===== config.mk =====
export PLATFORM = sky130hd
export DESIGN_NAME = servo_pwm_rampa
export DESIGN_NICKNAME = d
export VERILOG_FILES = /design/src/rtl/servo_pwm_rampa.sv
export SDC_FILE = /design/constraint.sdc
export NUM_CORES = 1
export LEC_CHECK = 0
export BUFFER_PORTS_ARGS = -buffer_cell sky130_fd_sc_hd__buf_2
export CAP_MARGIN = 20
export CORE_MARGIN = 2
export CORE_UTILIZATION = 45
export DETAILED_ROUTE_END_ITERATION = 7
export HOLD_SLACK_MARGIN = 0.12
export SYNTH_ARGS = -nofsm -noshare
export SYNTH_HDL_FRONTEND = slang
export SYNTH_SLANG_ARGS = --single-unit

===== constraint.sdc =====
create_clock -name clock -period 9.3 [get_ports clock]
set_input_delay 0.93 -clock clock [delete_from_list [all_inputs] [get_ports clock]]
set_output_delay 0.93 -clock clock [all_outputs]
set_load 0.02 [all_outputs]

===== src/rtl/servo_pwm_rampa.sv =====
`default_nettype none
//==============================================================================
// servo_pwm_rampa
//   Multi-channel servo PWM whose positions slew toward their targets by one
//   step every RAMPA_PERIODOS periods; pulse width = LARGURA_MIN + pos*PASSO.
// Rev 1.0 - initial release
//==============================================================================
module servo_pwm_rampa #(
    parameter int CANAIS         = 2,
    parameter int LARGURA_POS    = 5,
    parameter int CONF_PERIODO   = 1000000,
    parameter int LARGURA_MIN    = 50000,
    parameter int PASSO          = 1000,
    parameter int POS_MAX        = 28,
    parameter int POS_INICIAL    = 14,
    parameter int RAMPA_PERIODOS = 2
) (
    input  logic                          clock,
    input  logic                          reset,
    input  logic [CANAIS-1:0]             habilita,
    input  logic [CANAIS*LARGURA_POS-1:0] posicao,
    output logic [CANAIS-1:0]             pwm,
    output logic [CANAIS*LARGURA_POS-1:0] pos_atual,
    output logic [CANAIS-1:0]             movendo,
    output logic                          fim_periodo
);

    localparam int CW = (CONF_PERIODO > 1) ? $clog2(CONF_PERIODO) : 1;
    localparam int RW = (RAMPA_PERIODOS > 1) ? $clog2(RAMPA_PERIODOS) : 1;

    localparam logic [CW-1:0]          CONTA_ULT     = CW'(CONF_PERIODO - 1);
    localparam logic [RW-1:0]          RAMPA_ULT     = RW'(RAMPA_PERIODOS - 1);
    localparam logic [LARGURA_POS-1:0] POS_TETO      = LARGURA_POS'(POS_MAX);
    localparam logic [LARGURA_POS-1:0] POS_RESET     = LARGURA_POS'(POS_INICIAL);
    localparam logic [31:0]            LARGURA_RESET = 32'(LARGURA_MIN + POS_INICIAL * PASSO);

    logic [CW-1:0]     contagem;
    logic [RW-1:0]     rampa_cnt;
    logic [CANAIS-1:0] hab_ativo;
    logic              wrap;
    logic              passo_agora;

    assign wrap        = (contagem == CONTA_ULT);
    assign passo_agora = (rampa_cnt == RAMPA_ULT);

    // Shared period and ramp counters keep every channel phase-aligned.
    always_ff @(posedge clock) begin
        if (reset) begin
            contagem    <= '0;
            rampa_cnt   <= '0;
            hab_ativo   <= '0;
            fim_periodo <= 1'b0;
        end else begin
            fim_periodo <= wrap;
            if (wrap) begin
                contagem  <= '0;
                hab_ativo <= habilita;
                rampa_cnt <= passo_agora ? '0 : rampa_cnt + RW'(1);
            end else begin
                contagem <= contagem + CW'(1);
            end
        end
    end

    for (genvar i = 0; i < CANAIS; i++) begin : g_canal
        logic [LARGURA_POS-1:0] pedido;
        logic [LARGURA_POS-1:0] alvo;
        logic [LARGURA_POS-1:0] atual;
        logic [LARGURA_POS-1:0] prox;
        logic [31:0]            largura_ativa;
        logic [31:0]            largura_prox;
        logic                   pwm_q;
        logic                   movendo_q;

        assign pedido = posicao[i*LARGURA_POS +: LARGURA_POS];

        // The step decision uses hab_ativo from before this wrap, so a channel
        // disabled for the ending period holds its position.
        always_comb begin
            alvo = (pedido > POS_TETO) ? POS_TETO : pedido;
            prox = atual;
            if (passo_agora && hab_ativo[i]) begin
                if (atual < alvo) begin
                    prox = atual + LARGURA_POS'(1);
                end else if (atual > alvo) begin
                    prox = atual - LARGURA_POS'(1);
                end
            end
            largura_prox = 32'(LARGURA_MIN) + 32'(prox) * 32'(PASSO);
        end

        always_ff @(posedge clock) begin
            if (reset) begin
                atual         <= POS_RESET;
                largura_ativa <= LARGURA_RESET;
                pwm_q         <= 1'b0;
                movendo_q     <= 1'b0;
            end else begin
                pwm_q <= hab_ativo[i] && (32'(contagem) < largura_ativa);
                // Width loads only at the boundary so no pulse is ever cut.
                if (wrap) begin
                    atual         <= prox;
                    largura_ativa <= largura_prox;
                    movendo_q     <= (prox != alvo);
                end
            end
        end

        assign pwm[i]                                  = pwm_q;
        assign movendo[i]                              = movendo_q;
        assign pos_atual[i*LARGURA_POS +: LARGURA_POS] = atual;
    end

endmodule
`default_nettype wire


==> impl_metrics.toml <==
[worst_setup_path]
arrival_ns = 6.56
path_delay_family = "adder cells"
required_ns = 9.54
path_cells = "buf_2 -> nand3_1 -> nand2_1 -> ha_1 -> nor2b_1 -> o31ai_2 -> and3_1 -> nor2_1 -> nor2_1 -> xor2_1 -> fa_1 -> inv_1 -> fa_1 -> fa_1 -> inv_1 -> ha_1 -> a21o_1 -> nand2_1 -> and2_1 -> a311o_1 -> a2111oi_2 -> nor3_1 -> a211oi_1"
rr_worst_depth = 21
critPathMostFrequentCell = "fa_1"
cpMaxStageDelayCell = "fa_1"
max_stage_delay_ns = 0.56
path_class = "input pin to flop"
end_kind = "flop"
r2r_end = "g_canal[1].largura_ativa[14]$_SDFFE_PP1P_"
path_buf_inv = 3
cp_max_fo = 7
r2r_slack_ns = 3.19
reg2reg_from = "g_canal[1].atual[2]$_SDFFE_PP1P_"
worstSetupStartpointType = "input pin"

[min_path]
worstHoldPathCells = 2
hold_path_class = "flop to flop"
hold_path_end = "g_canal[0].largura_ativa[7]$_SDFFE_PP0P_"
hold_start = "g_canal[0].largura_ativa[7]$_SDFFE_PP0P_"

[placed_design]
placed_cell_area_um2 = 6310
place_congestion = 0.890
numPortBuffers = 28
dp_hpwl_um = 10600
dp_slack_ns = 2.68

[synth]
synth_commonest_cells = "ha_1 (89), inv_1 (85), dfxtp_1 (64), nor2_1 (57), nand2_1 (53)"
synth_edf_count = 0
synthArstFlopShare = 0
synth_seq_area_share = 0.212
ys_types = 75
avgSynthCellArea_um2 = 8.41
yosys_warnings = 0
synth_fp_nets = 843
yosys_register_bits = 64
synth_top_area_cell = "dfxtp_1"
synth_most_common_cell = "ha_1"
ys.flop_type = "dfxtp_1"
synth_top_area_share = 0.212
netlist_area_um2 = 6060
synth_cells = 720
synth_area_leaders = "dfxtp_1 (21%), ha_1 (18%), fa_1 (6.6%)"

[sta]
hold_viol = 0
setup_viol = 0
worstMarginPinSlew_ns = 0.856
setup_tns_ns = 0
layout_min_cycle_time_ns = 6.32
maxSlewHeadroom = 0.427
grt_setup_unrepaired = "false"
final_max_slew_viol_count = 0
fin_ws_ns = 2.98
max_clock_freq_mhz = 158
finalCritPeriodShare = 0.679
finalClockSkew_ns = 0.00651

[final_layout]
multiInputGateArea_um2 = 4340
area_growth_syn_to_layout_pct = 9.42
regArea_um2 = 1280
nets = 861
fin_area_um2 = 6630
drive_above_1_share = 0.0915
fillCellCount = 1326

[status]
status = "finished, final reports clean"

[global_routing]
grt_max_degree = 42
grt_pass1_wl_um = 23500
grt-ovfl-total = 0
grt_pass1_vias = 4966
grt_antenna_before_repair = 0
track_usage = 0.202

[clocking]
insertion_delay_ns = 0.33
postCtsResizedCells = 0
cts_sinks = 64
cts.htree.levels = 3
cts_tree = "yes"
cts_root_buf = "clkbuf_16"
clk_pin_slew_ns = 0.05
cts_buffer_depth = 2
hold_buffers = 0
cts_buffers = 9
postCtsSetupRepairBufs = 0

[floorplan]
fp-row-count = 42
die-area_um2 = 14400
chipHeight_um = 120
core_area_um2 = 13200
floorplan.initialDensity = 0.459
die_w_um = 120
pin_count = 29

[drt]
drt-initial-drc-count = 231
drtPass1Iterations = 4
drc_errors = 0
routedWlPerCell_um = 14.9
viasPerCell = 5.43
antenna_left = 0
vias = 4999
wirelength_um = 13700

[flow_run]
maxCapViolCount = 0

[power_and_ir_drop]
ir_drop_uv = 73.4
power_density_nw_per_um2 = 100
leakage_nw = 3.05
## report_power, final
part	leakage [nW]	internal, mW	switching (mW)
Sequential	0.517	0.275	0.00117
Combinational	2.39	0.0110	0.0195
Clock	0.150	0.235	0.123
Total	3.05	0.521	0.144
## state kept, by name, indices dropped and copies added, names as in the netlist
| register | flops |
|---|---|
| g_canal.largura_ativa | 26 |
| contagem | 20 |
| g_canal.atual | 10 |
| g_canal.movendo_q | 2 |
| g_canal.pwm_q | 2 |
| hab_ativo | 2 |
| fim_periodo | 1 |
| passo_agora | 1 |
## final cells by class
cell class                 count  area share
antenna                        1    0.000378
clock buffer                  11      0.0351
clock inverter                 5      0.0123
inverter                      86      0.0487
multi-input combinational    548       0.655
sequential                    64       0.193
tap                          176      0.0332
timing repair buffer          29      0.0223
## routing by layer
metal | share of wire | up-vias | track usage
met1 | 0.49 | 2366 | 0.262
met4 | 0.010 | 0 | 0.0463
met2 | 0.47 | 73 | 0.347
met3 | 0.027 | 12 | 0.0371
met5 | 0 | - | 0
li1 | - | 2548 | -
## stage by stage
| stage | power [mW] | hold slack, ns | util | std cells |
|---|---|---|---|---|
| finish | 0.665 | 0.454 | 0.502 | 920 |
| global placement | 0.312 | 0.441 | 0.478 | 903 |
| CTS | 0.671 | 0.460 | 0.502 | 919 |
| global route | 0.687 | 0.483 | 0.502 | 919 |
| detailed placement | 0.313 | 0.455 | 0.478 | 903 |
| floorplan | 0.303 | 0.432 | - | 720 |
## worst register-to-register path: stages (launching register included)
cell	delay [ns]
dfxtp_1	0.56
ha_1	0.34
a211oi_2	0.35
o221a_2	0.27
nand4_1	0.12
a21oi_1	0.34
xnor2_1	0.25
inv_1	0.21
fa_1	0.61
inv_1	0.10
fa_1	0.51
inv_1	0.05
fa_1	0.49
inv_1	0.04
ha_1	0.34
o21ai_0	0.13
o21a_1	0.22
o21bai_1	0.14
a21oi_1	0.09
xor2_1	0.20
o31a_1	0.35
o32a_1	0.28
## placed cells by master (no fill, tap or decap), types with 14 or more instances in the layout
master / count
nand2_1: 53
nor2_1: 57
inv_1: 85
a21o_1: 14
and3_1: 18
fa_1: 20
o21ai_0: 32
ha_1: 89
a21oi_1: 41
xnor2_1: 32
buf_2: 28
xor2_1: 27
nand3_1: 28
dfxtp_1: 64
## how the worst max path moves through the flow
stage / start / to / cells past startpoint
3_5_place_dp: posicao[2] / g_canal[0].largura_ativa[14]$_SDFFE_PP1P_ / 23
4_1_cts: posicao[2] / g_canal[0].largura_ativa[14]$_SDFFE_PP1P_ / 23
2_1_floorplan: posicao[7] / g_canal[1].largura_ativa[14]$_SDFFE_PP1P_ / 22
3_3_place_gp: posicao[7] / g_canal[1].largura_ativa[14]$_SDFFE_PP1P_ / 23
5_1_grt: posicao[7] / g_canal[1].largura_ativa[14]$_SDFFE_PP1P_ / 24
6_report: posicao[4] / g_canal[0].largura_ativa[14]$_SDFFE_PP1P_ / 23
## kinds of logic after synthesis
kind of cell | Yosys count | share of synthesized area
flops | 64 | 0.212
compound gates | 160 | 0.191
buf+inv | 108 | 0.0736
simple gates | 217 | 0.181
fa+ha+maj | 109 | 0.250
xor+xnor | 60 | 0.0891
mux | 2 | 0.00351
No activity file was read; power rests on OpenSTA's default activity.
